===== src/rtl/pipe_pkg.sv =====
// Shared definitions for the generic pipeline skid stage.
// The state encoding doubles as the occupancy count.
package pipe_pkg;

  typedef enum logic [1:0] {
    S_EMPTY = 2'd0,
    S_ONE   = 2'd1,
    S_FULL  = 2'd2
  } state_e;

endpackage


===== src/rtl/pipe_skid_stage_sat_counter.sv =====
// Saturating up-counter with synchronous clear.
// It holds at all-ones rather than wrapping to zero.
module sat_counter #(
  parameter int W = 16
) (
  input  logic         clk,
  input  logic         rst_n,
  input  logic         inc_i,
  input  logic         clr_i,
  output logic [W-1:0] count_o
);

  logic [W-1:0] count_q, count_d;

  // When clear and increment arrive in the same cycle, clear wins.
  always_comb begin
    count_d = count_q;
    if (clr_i) begin
      count_d = '0;
    end else if (inc_i && (count_q != {W{1'b1}})) begin
      count_d = count_q + W'(1);
    end
  end

  always_ff @(posedge clk or negedge rst_n) begin
    if (!rst_n) begin
      count_q <= '0;
    end else begin
      count_q <= count_d;
    end
  end

  assign count_o = count_q;

endmodule


===== src/rtl/pipe_skid_stage.sv =====
// Parametrised valid/ready pipeline register with a two-entry skid buffer,
// flush (bubble insertion) and a saturating back-pressure counter.
module pipe_skid_stage
  import pipe_pkg::*;
#(
  parameter int DATA_W         = 32,
  parameter bit CLEAR_ON_FLUSH = 1'b1,
  parameter int STALL_CNT_W    = 16
) (
  input  logic                   clk,
  input  logic                   rst_n,
  input  logic                   flush,
  input  logic                   in_valid,
  output logic                   in_ready,
  input  logic [DATA_W-1:0]      in_data,
  output logic                   out_valid,
  input  logic                   out_ready,
  output logic [DATA_W-1:0]      out_data,
  output logic [1:0]             occupancy,
  input  logic                   clr_stats,
  output logic [STALL_CNT_W-1:0] stall_cycles
);

  state_e            state_q, state_d;
  logic [DATA_W-1:0] main_q, main_d;
  logic [DATA_W-1:0] skid_q, skid_d;
  logic              in_fire;
  logic              out_fire;

  // Ready is decoded from the state register only, so there is no
  // combinational ready path from downstream back into upstream.
  assign in_ready  = (state_q != S_FULL);
  assign out_valid = (state_q != S_EMPTY);
  assign out_data  = main_q;
  assign occupancy = state_q;

  assign in_fire  = in_valid & in_ready;
  assign out_fire = out_valid & out_ready;

  always_comb begin
    state_d = state_q;
    main_d  = main_q;
    skid_d  = skid_q;
    if (flush) begin
      // An accepted input in the flush cycle is deliberately discarded.
      state_d = S_EMPTY;
      if (CLEAR_ON_FLUSH) begin
        main_d = '0;
        skid_d = '0;
      end
    end else begin
      unique case (state_q)
        S_EMPTY: begin
          if (in_fire) begin
            state_d = S_ONE;
            main_d  = in_data;
          end
        end
        S_ONE: begin
          if (in_fire && out_fire) begin
            main_d = in_data;
          end else if (in_fire) begin
            state_d = S_FULL;
            skid_d  = in_data;
          end else if (out_fire) begin
            state_d = S_EMPTY;
          end
        end
        S_FULL: begin
          if (out_fire) begin
            state_d = S_ONE;
            main_d  = skid_q;
          end
        end
        default: begin
          state_d = S_EMPTY;
        end
      endcase
    end
  end

  always_ff @(posedge clk or negedge rst_n) begin
    if (!rst_n) begin
      state_q <= S_EMPTY;
      main_q  <= '0;
      skid_q  <= '0;
    end else begin
      state_q <= state_d;
      main_q  <= main_d;
      skid_q  <= skid_d;
    end
  end

  sat_counter #(
    .W(STALL_CNT_W)
  ) u_stall_cnt (
    .clk     (clk),
    .rst_n   (rst_n),
    .inc_i   (out_valid & ~out_ready),
    .clr_i   (clr_stats),
    .count_o (stall_cycles)
  );

endmodule


===== config.mk =====
export PLATFORM = sky130hd
export DESIGN_NAME = pipe_skid_stage
export DESIGN_NICKNAME = d
export VERILOG_FILES = /design/src/rtl/pipe_pkg.sv /design/src/rtl/pipe_skid_stage_sat_counter.sv /design/src/rtl/pipe_skid_stage.sv
export SDC_FILE = /design/constraint.sdc
export NUM_CORES = 1
export LEC_CHECK = 0
export BUFFER_PORTS_ARGS = -buffer_cell sky130_fd_sc_hd__buf_2
export CAP_MARGIN = 20
export CORE_MARGIN = 4
export CORE_UTILIZATION = 35
export DETAILED_ROUTE_END_ITERATION = 10
export SYNTH_ARGS = -nofsm -noshare
export SYNTH_HDL_FRONTEND = slang
export SYNTH_SLANG_ARGS = --single-unit

===== constraint.sdc =====
create_clock -name clk -period 1.8 [get_ports clk]
set_input_delay 0.18 -clock clk [delete_from_list [all_inputs] [get_ports clk]]
set_output_delay 0.18 -clock clk [all_outputs]
set_load 0.01 [all_outputs]

==> flow_summary_export.csv <==
group,metric,value,unit
power,p_leak,2.35,nW
critical_path,r2r_slack,0.12,ns
clocking,clk_path_buf_depth,2,
run_status,status,"finished, final reports clean",
final_layout,drive_gt1_share,28.2,%
synth,yosys-top-cells-count,"nand2_1, dfrtp_1, a21oi_1, mux2i_1, o31ai_1",
power,power.internal,0.00296,W
die,rows,37,
die,die-width,112,um
synth,synthTopCellsByArea,"dfrtp_1, nand2_1, mux2i_1, o31ai_1, a21oi_1",
final_layout,design_area,4780,sq um
die,coreArea,10500,sq um
final_layout,antennaDiodeCount,0,
critical_path,worstPathMaxFanout,4,
run,max_cap_viol_count,0,
global_route,grt_pass1_wl,15300,um
global_route,grt_max_degree,67,
placement,gp_congestion,0.769,
synth,synth_edf_count,0,
critical_path,required,2.04,ns
critical_path,cp.arrival,1.92,ns
critical_path,critPathLaunch,"u_stall_cnt.count_o[6]",
detailed_routing,via_per_inst,4.95,
global_route,track_usage,15.0,%
timing,maxSlewHeadroom,70.0,%
die,fp.dieH,112,um
detailed_routing,drc,0,
detailed_routing,ant_nets,0,
placement,numPortBuffers,89,
synth,synthCells,390,
clocking,cts_made_buffers,9,
synth,yosysMostFrequentCell,"nand2_1",
global_route,overflow,0,
synth,synth_top_cell_area_share,53.8,%
final_layout,final_core_util,45.7,%
synth,yosysWarnings,0,
critical_path,critical_path.startpoint_type,"flop",
synth,ys_seq_area_share,53.8,%
critical_path,crit_path_end,"u_stall_cnt.count_o[15]",
power,clockPowerShare,38.1,%
min_path,hp-class,"in2reg",
synth,synth_area,3810,sq um
synth,syn_avg_cell_area,9.77,sq um
power,p_total,0.00398,W
global_route,antenna_found_initial,0,
timing,worst_slew_pin_slew,0.450,ns
detailed_routing,vias,3079,
power,combPwrFrac,12.3,%
critical_path,r2r-end,"u_stall_cnt.count_o[15]",
timing,hold_violations,0,
timing,fin_crit_sh,93.3,%
die,dieArea,12600,sq um
final_layout,nets,520,
final_layout,syn2layout_area_growth,25.4,%
critical_path,worst_setup_path_end_kind,"flop",
timing,min_period,1.68,ns
synth,syn-num-nets,429,
timing,rsz0062_at_grt,"yes",
timing,fmax,595,MHz
final_layout,fillCellCount,1034,
critical_path,reg2reg_from,"u_stall_cnt.count_o[6]",
detailed_routing,wl_per_cell,14.6,um
synth,synth_top_area_cell,"dfrtp_1",
timing,finalSetupViolCount,0,
power,power.switching,0.00103,W
power,irDropWorstVdd,0.348,mV
critical_path,r2r.worst_path.cells,5,
power,pwr-share-seq,49.5,%
clocking,cts_sinks,82,
clocking,clkLatencyLatePin,0.35,ns
clocking,cts_tree,"done",
power,switching_share,25.8,%
critical_path,crit_type,"reg2reg",
placement,place_area,4500,sq um
synth,yosys_most_used_dff,"dfrtp_1",
timing,slew_violations,0,
synth,ys_async_sr_fraction,100,%
timing,finalClockSkew,0.0108,ns
synth,synth_cell_type_count,38,
placement,hpwl,6140,um
clocking,clkTransAtPathRegs,0.09,ns
detailed_routing,drtPass1Iterations,4,
die,initial_utilization,36.4,%
clocking,h-tree-depth,3,
die,ios,90,
clocking,cts-root-buf,"clkbuf_8",
power,power_per_cell_area,834,nW/um^2
synth,ys_seq_elements,82,
global_route,grt_pass1_vias,2974,
detailed_routing,wirelength,9050,um
detailed_routing,drt_iter0_drc,142,
placed cells by master (no fill, tap or decap), drive strengths merged, types with 2 or more instances in the layout:
cell type	n
a211oi	2
a21oi	37
buf	107
bufinv	2
clkbuf	11
dfrtp	82
inv	3
mux2i	33
nand2	102
nand2b	2
nand3	4
nand4	4
nor2	22
nor3	8
nor3b	2
nor4	2
o21ai	2
o31ai	32
or3	4
xnor2	10
flip-flops by register name, summed over array words and instances, names as in the netlist:
signal / count
occupancy: 2
skid_q: 32
u_stall_cnt.count_o: 16
out_data: 32
metrics by stage:
step	hold slack (ns)	TNS, ns	setup slack (ns)	instances
2_1_floorplan	-0.116	0	0.00616	390
3_3_place_gp	0.158	0	0.117	603
3_5_place_dp	0.165	0	0.0790	603
4_1_cts	0.0378	0	0.0524	620
5_1_grt	0.0471	-0.0541	-0.0237	622
6_report	0.0613	0	0.120	622
critical path, cell delays in order (launching register included):
cell and delay (ns):
dfrtp_1 0.41, nand4_1 0.19, or3_4 0.44, nor4_4 0.22
a21oi_1 0.11, a31o_1 0.19
timing repair:
action                     4_1_cts  5_1_grt
hold buffers                     1        0
hold endpoints to repair        31        0
buffers inserted                 0        2
setup endpoints to repair        0        9
gates resized for setup          0        8
routing by layer:
layer / GRT usage [%] / wire length (um)
met2: 24.4 / 4420
met1: 19.6 / 4020
met3: 2.70 / 432
met5: 0 / 0
met4: 6.49 / 188
layout make-up:
type	count	area [sq um]	share of cell area [%]
clock buffers	11	141	2.96
clock inverters	5	85.1	1.78
inverters	2	7.51	0.157
multi-input cells	278	1670	34.8
flip-flops and latches	82	2050	43.0
well taps	136	170	3.56
repair buffers	108	656	13.7
worst min-delay path by stage:
stage | start | to | depth (start not counted)
global route | in_data[10] | skid_q[10] | 3
CTS | in_data[11] | skid_q[11] | 3
finish | in_data[7] | skid_q[7] | 3
floorplan | rst_n | occupancy[0] | 0
detailed placement | rst_n | u_stall_cnt.count_o[9] | 1
global placement | rst_n | u_stall_cnt.count_o[11] | 1
power by group through the flow:
stage	Sequential, W	Combinational [W]	Clock (W)
2_1_floorplan	0.00204	0.000211	0
3_3_place_gp	0.00201	0.000496	0
3_5_place_dp	0.00201	0.000503	0
4_1_cts	0.00198	0.000505	0.00157
5_1_grt	0.00199	0.000555	0.00165
6_report	0.00197	0.000492	0.00152
logic make-up after synthesis:
family | synth area share (%)
AO/OA/AOI/OAI | 13.4
XOR/XNOR | 2.53
buffers and inverters | 3.51
flip-flops | 53.8
adder cells (fa/ha/maj) | 0.328
AND/OR/NAND/NOR | 17.8
multiplexers | 8.67
Note: power is estimated with default switching activity, not from simulation.
